<file path="src/rtl/d_mem_arbiter.sv">
// Two-port arbiter in front of the single-port data memory d_mem; every memory-side signal is registered.
// Define ARB_ROUND_ROBIN_EN for round-robin tie-breaking; otherwise port A wins ties.
module d_mem_arbiter #(
    parameter int DEPTH  = 256,
    parameter int ADDR_W = 32,
    parameter int DATA_W = 32
) (
    input  logic              clk,
    input  logic              reset_n,
    input  logic              A_Req,
    input  logic              A_Write,
    input  logic [ADDR_W-1:0] A_Addr,
    input  logic [DATA_W-1:0] A_WData,
    output logic              A_Ack,
    output logic              A_Err,
    output logic [DATA_W-1:0] A_RData,
    input  logic              B_Req,
    input  logic              B_Write,
    input  logic [ADDR_W-1:0] B_Addr,
    input  logic [DATA_W-1:0] B_WData,
    output logic              B_Ack,
    output logic              B_Err,
    output logic [DATA_W-1:0] B_RData,
    output logic              MemWrite,
    output logic              MemRead,
    output logic [ADDR_W-1:0] Address,
    output logic [DATA_W-1:0] WriteData,
    input  logic [DATA_W-1:0] ReadData
);
    typedef enum logic [1:0] {IDLE, ACCESS, DONE} arbStateT;

    // One extra bit so DEPTH == 2**ADDR_W still compares correctly.
    localparam logic [ADDR_W:0] DEPTH_EXT = (ADDR_W + 1)'(DEPTH);

    arbStateT          stateReg, stateNext;
    logic              grantB;
    logic              selWrite;
    logic [ADDR_W-1:0] selAddr;
    logic [DATA_W-1:0] selWData;
    logic              selRange;
    logic              winBReg;
    logic              latWriteReg;
    logic              latRangeReg;
    logic [DATA_W-1:0] loadData;

`ifdef ARB_ROUND_ROBIN_EN
    logic ptrBReg;

    always_ff @(posedge clk or negedge reset_n) begin
        if (!reset_n) begin
            ptrBReg <= 1'b0;
        end else if (stateReg == IDLE && (A_Req || B_Req)) begin
            ptrBReg <= ~grantB;
        end
    end
`endif

    always_comb begin
        stateNext = stateReg;
`ifdef ARB_ROUND_ROBIN_EN
        grantB = B_Req & (~A_Req | ptrBReg);
`else
        grantB = B_Req & ~A_Req;
`endif
        selWrite = grantB ? B_Write : A_Write;
        selAddr  = grantB ? B_Addr  : A_Addr;
        selWData = grantB ? B_WData : A_WData;
        selRange = ({1'b0, selAddr} < DEPTH_EXT);
        case (stateReg)
            IDLE:    if (A_Req || B_Req) stateNext = ACCESS;
            ACCESS:  stateNext = DONE;
            DONE:    stateNext = IDLE;
            default: stateNext = IDLE;
        endcase
    end

    always_ff @(posedge clk or negedge reset_n) begin
        if (!reset_n) begin
            stateReg <= IDLE;
        end else begin
            stateReg <= stateNext;
        end
    end

    // Stores and out-of-range accesses both return zero read data.
    assign loadData = (~latWriteReg & latRangeReg) ? ReadData : '0;

    always_ff @(posedge clk or negedge reset_n) begin
        if (!reset_n) begin
            winBReg     <= 1'b0;
            latWriteReg <= 1'b0;
            latRangeReg <= 1'b0;
            MemWrite    <= 1'b0;
            MemRead     <= 1'b0;
            Address     <= '0;
            WriteData   <= '0;
            A_Ack       <= 1'b0;
            A_Err       <= 1'b0;
            A_RData     <= '0;
            B_Ack       <= 1'b0;
            B_Err       <= 1'b0;
            B_RData     <= '0;
        end else begin
            case (stateReg)
                IDLE: begin
                    if (A_Req || B_Req) begin
                        winBReg     <= grantB;
                        latWriteReg <= selWrite;
                        latRangeReg <= selRange;
                        Address     <= selAddr;
                        WriteData   <= selWData;
                        MemWrite    <= selWrite & selRange;
                        MemRead     <= ~selWrite & selRange;
                    end
                end
                ACCESS: begin
                    MemWrite <= 1'b0;
                    MemRead  <= 1'b0;
                    if (winBReg) begin
                        B_Ack   <= 1'b1;
                        B_Err   <= ~latRangeReg;
                        B_RData <= loadData;
                    end else begin
                        A_Ack   <= 1'b1;
                        A_Err   <= ~latRangeReg;
                        A_RData <= loadData;
                    end
                end
                DONE: begin
                    A_Ack <= 1'b0;
                    B_Ack <= 1'b0;
                end
                default: ;
            endcase
        end
    end
endmodule

</file>
<file path="config.mk">
export PLATFORM = sky130hd
export DESIGN_NAME = d_mem_arbiter
export DESIGN_NICKNAME = d
export VERILOG_FILES = /design/src/rtl/d_mem_arbiter.sv
export SDC_FILE = /design/constraint.sdc
export NUM_CORES = 1
export LEC_CHECK = 0
export BUFFER_PORTS_ARGS = -buffer_cell sky130_fd_sc_hd__buf_2
export CAP_MARGIN = 20
export CORE_UTILIZATION = 41
export CTS_CLUSTER_SIZE = 8
export DETAILED_ROUTE_END_ITERATION = 6
export PLACE_DENSITY = 0.84
export SYNTH_ARGS = -nofsm -noshare
export SYNTH_HDL_FRONTEND = slang
export SYNTH_SLANG_ARGS = --single-unit
</file>
<file path="constraint.sdc">
create_clock -name clk -period 1.26 [get_ports clk]
set_input_delay 0.126 -clock clk [delete_from_list [all_inputs] [get_ports clk]]
set_output_delay 0.126 -clock clk [all_outputs]
set_load 0.02 [all_outputs]
</file>
---- After elaboration in Yosys (flattened, before gate mapping) ----
Cells that the tools add are included.
word-level totals
  bits of input ports ..................... 166
  register bits ........................... 139
operators by class
  multiplexer cells ....................... 14
  equal/unequal tests ..................... 5
  bitwise gates (word level) .............. 9
  magnitude comparators ................... 1
  reduce and logical (&&, ||, !) cells .... 10
operators with widths
  cell                                                                            count
  32-bit 2-to-1 mux                                                               3
  32-bit by 9-bit less-than comparator with 1-bit output (second input constant)  1
  2-bit AND reduction                                                             6
  1-bit one-hot mux with 2 select lines                                           4
  2-bit != test (second input constant)                                           3
  1-bit 2-to-1 mux                                                                5
  1-bit NOT                                                                       5
  1-bit bitwise AND                                                               4
  2-bit one-hot mux with 2 select lines                                           1
  2-bit nonzero test                                                              2
  2-bit by 1-bit equality test with 1-bit output (second input constant)          1
  2-bit equality test (second input constant)                                     1
  2-bit logical NOT                                                               1
  2-bit 2-to-1 mux                                                                1
  1-bit logical OR                                                                1

---- Logic depth before layout (Yosys ltp) ----
  depth in word-level cells ............... 7
  gate-level depth with buffers ........... 7
  mapped depth without buffers ............ 6

---- Worst setup path after synthesis ----
No wires, ideal clock.
  kind .................................... reg-to-reg
  start ................................... register stateReg[1]
  end ..................................... register MemRead
  stages on the path, launching flop included .. 8
  slack ................................... -0.044 ns
  arrival time ............................ 1.228 ns
  buffers on the path ..................... 1
  cells stage by stage .................... dfrtp_1 > nor2_2 > o21ai_2 > buf_6 > clkinv_2 > nand4_1 > o22a_1 > o21ai_1
between the ends
  word-level cells in the longest chain between the ends .. 3
  elaborated cells between the ends (all ways) .. 6
  classes of those cells .................. 2 x eq/ne; 1 x mux; 3 x reduce/logical
ends and longest elaborated chain
  element                                                                                     RTL line  RTL
  start, declared                                                                             35        arbStateT stateReg, stateNext;
  start signal, assigned                                                                      81        stateReg <= stateNext;
  2-bit by 1-bit equality test with 1-bit output / 2-bit logical NOT (equally long branches)  104       case (stateReg)
  2-bit nonzero test (no source line) / 2-bit != test (equally long branches)                 -
  2-bit AND reduction (no source line)                                                        -
  end signal, assigned                                                                        113       MemRead <= ~selWrite & selRange;
  end, declared                                                                               25        output logic MemRead,
Parallel ways exist; a longest one is shown, timed or not.
A chain may end at the register's enable or synchronous reset.

---- Final worst setup path ----
  start ................................... register stateReg[1]
  end ..................................... register B_RData[10]
between the ends
  word-level cells in the longest chain between the ends .. 2
ends and longest elaborated chain
  element                                         RTL line  RTL
  2-bit by 1-bit equality test with 1-bit output  104
  2-bit AND reduction (no source line)            -
  end signal, assigned                            122       B_RData <= loadData;
  end, declared                                   23        output logic [DATA_W-1:0] B_RData,
Every way passes these cells.

==> key figures <==
Synthesis
  – FFs w/ async S/R, synth: 100%
  – Post-synthesis cell area: 0.00587 mm2
  – Share of the synthesized area in the top cell type: 59.2%
  – Post-Synthesis Cells: 582
  – Synth area leaders: dfrtp_1 59%, o21ai_0 12%, mux2i_1 11%
  – Ys flop type: dfrtp_1
  – Number of enable flip-flop cells after synthesis: 0
  – Cell variety after synth: 22
  – Most numerous cell in the Yosys netlist: nand2_1
  – Mean post-synth cell area: 10.1 um2
  – Leading area contributor after synthesis: dfrtp_1
  – Post-Syn Nets: 748
  – Synthesis Warnings: 0
  – Sequential share of the synthesized area: 59.2%
  – Synth top cells by count: 168 x nand2_1, 139 x dfrtp_1, 135 x o21ai_0
  – Yosys reg bits: 139

Critical path
  – Crit-path cells: and2b_2 -> nand2_4 -> clkbuf_16 -> o21ai_1
  – Buf/Inv on CP: 1
  – Delay of the slowest critical-path stage: 430 ps
  – CP max stage cell: dfrtp_2
  – Worst Setup End Kind: flip-flop
  – CP required: 1590 ps
  – Crit path DAT: 1670 ps
  – Crit path from: stateReg[1]$_DFFE_PN0P_
  – WS Path Type: reg2reg
  – Startpoint types: flip-flop
  – Reg-to-reg startpoint: stateReg[1]$_DFFE_PN0P_
  – Largest fanout on the critical path: 20
  – Cell family with the largest share of critical-path delay: flip-flops

Clock network
  – Clock transition at path regs: 60 ps
  – Clk_lat worst skew: 420 ps
  – # H-tree levels: 4
  – Longest Clk Path Bufs: 2
  – CTS tree: done
  – Sink Count: 139
  – Root Buffer: clkbuf_16
  – TritonCTS buffer count: 17

Timing
  – Final critical-path required period: 1350 ps
  – Highest clock rate: 742 MHz
  – Post-route clock period utilization: 107%
  – # setup viols final: 76
  – Fin. Hold Viols: 3
  – Least-Margin Pin Slew: 444 ps
  – Post-route worst setup slack: -88.2 ps
  – Hold_ws: -14.7 ps
  – Slew HR: 70.1%
  – Fin. max-slew vios: 0
  – RSZ-0062 raised after global routing: yes
  – Layout Skew: 9.13 ps

Pwr
  – Int Power: 12.7 mW
  – Clock power frac: 27.1%
  – Tot Pwr: 20.4 mW
  – Sw Ratio: 38.1%
  – Worst vdd ir: 1.21 mV
  – Power Density: 2150 mW/mm2
  – Net switching power: 7.79 mW
  – Lkg Pwr: 5.11 nW
  – Comb pwr share: 40.9%
  – Power share of the sequential group: 32.0%

Detailed routing
  – Via density: 5.22
  – Routed wl met3: 1520 um
  – Routed wire per std cell: 18.4 um
  – DRC Markers: 0
  – Via Count: 6,027
  – DRT iter0 DRCs: 402
  – Top Metal Used: met4
  – DRT Wirelength: 21,200 um
  – Metal2 WL: 10,900 um
  – ANT nets after route: 0
  – M1 WL: 7760 um
  – Drt pass-1 iters: 5

Floorplanning
  – Initial Util: 42.1%
  – Die H: 122 um
  – Total die area: 0.0148 mm2
  – Io pins: 300
  – DIE WIDTH: 122 um
  – Core box area: 0.0139 mm2
  – Row count: 43

Finish
  – Final Non-Filler Cells: 1,155
  – Inserted Diodes: 0
  – Area growth syn-to-layout: 62.2%
  – Nets: 1,130
  – Area of the multi-input gates: 0.00241 mm2
  – FF/Latch Area: 0.00348 mm2
  – # fillers: 987
  – Ratio of cells with drive above 1 in the final layout: 46.6%

Global routing
  – Largest net degree at the start of global routing: 84
  – Total GRT Usage: 25.6%
  – Remaining Overflow, GRT: 0
  – Initial antenna violation count: 0
  – First-pass GRT wire length: 28,400 um
  – Vias in the first global route: 5,651

Place
  – Post-detail-place hpwl: 12,600 um
  – GPL Wtd Cong: 0.886
  – Number of port buffers: 299
  – Placed cell count: 1,056

Flow run
  – Max Cap Viol: 0

Worst hold path
  – Hold crit path type: in2reg
  – Worst hold path startpoint: B_WData[20]

Outcome
  – Failing checks: negative hold slack, negative setup slack
  – Outcome: finished with violations
==> logic make-up (layout without fill, tap and decap cells) <==
group / Yosys count / count (layout) / share of synthesized area, %
AO/OA/AOI/OAI: 141 / 141 / 12.1
buffers and inverters: 44 / 437 / 4.28
flip-flops: 139 / 139 / 59.2
multiplexers: 65 / 65 / 11.1
AND/OR/NAND/NOR: 193 / 193 / 13.3
==> final timing paths <==
path	endpoint	slack (ps)	cells past startpoint
setup reg to reg	B_RData[10]$_DFFE_PN0P_	-90	4
max in group asynchronous	B_RData[4]$_DFFE_PN0P_	560	3
setup / recovery	B_RData[10]$_DFFE_PN0P_	-90	4
hold / removal	WriteData[20]$_DFFE_PN0P_	-10	3
min in group asynchronous	A_RData[16]$_DFFE_PN0P_	180	2
hold reg to reg	Address[27]$_DFFE_PN0P_	480	2
==> power by group through the flow <==
stage	Clock, mW	Sequential [mW]	Combinational, mW
detailed placement	0	6.40	6.01
global route	5.81	6.66	8.89
floorplan	0	7.77	2.33
CTS	5.59	6.37	6.42
global placement	0	6.35	5.84
finish	5.55	6.54	8.36
==> metrics by stage <==
step                setup slack [ps]  setup TNS [ps]  util [%]  instance area, um2
finish                         -88.2           -2120      68.4                9530
global route                    -134           -6410      68.4                9530
CTS                            -29.6            -205      64.5                8990
detailed placement             -97.4           -2030      55.7                7760
global placement               -37.3            -179      55.7                7760
floorplan                      -44.0            -182         -                5900
==> metal layers <==
| layer | vias up | global-route usage, % |
|---|---|---|
| met5 | - | 0 |
| met3 | 83 | 6.18 |
| li1 | 2753 | - |
| met1 | 2840 | 27.9 |
| met4 | 0 | 15.5 |
| met2 | 351 | 44.9 |
==> cells in the final DEF, fill, tap and decap left out, types with 4 or more instances in the layout <==
cell,Yosys,final
buf_2,5,298
dfrtp_1,139,138
nand2_1,168,130
o21ai_1,2,69
mux2i_1,65,65
dlygate4sd3_1,0,51
o21ai_0,135,41
nand2_2,0,31
o21ai_2,1,27
buf_4,9,26
clkbuf_16,0,23
buf_12,0,14
nor4_1,11,11
nand2_4,0,7
bufinv_16,0,5
nand4_1,4,4
buf_6,6,4
==> worst register-to-register path: stages, from the launching register on <==
cell and delay, ps:
dfrtp_2 430, and2b_2 290, nand2_4 130, clkbuf_16 220
o21ai_1 190
==> final cells by class <==
cell class	count	area share [%]
clock buffers	20	4.90
multi-input cells	399	25.3
clock inverters	10	1.98
inverters	4	0.171
flip-flops and latches	139	36.5
well taps	180	2.36
repair buffers	403	28.8
==> timing repair <==
item | 4_1_cts | 5_1_grt
buffers inserted | 4 | 1
endpoints found under the hold margin | 196 | 4
hold buffers | 49 | 5
cloned | 1 | 11
gates resized for setup | 18 | 164
pin swaps | 2 | 20
setup endpoints to repair | 92 | 108
==> flip-flops by register name, summed over array words and instances, names as in the netlist, 2 cells and up <==
| name | cells |
|---|---|
| A_RData | 32 |
| Address | 32 |
| B_RData | 32 |
| WriteData | 32 |
| stateReg | 2 |
Note: power is estimated with default switching activity, not from simulation.
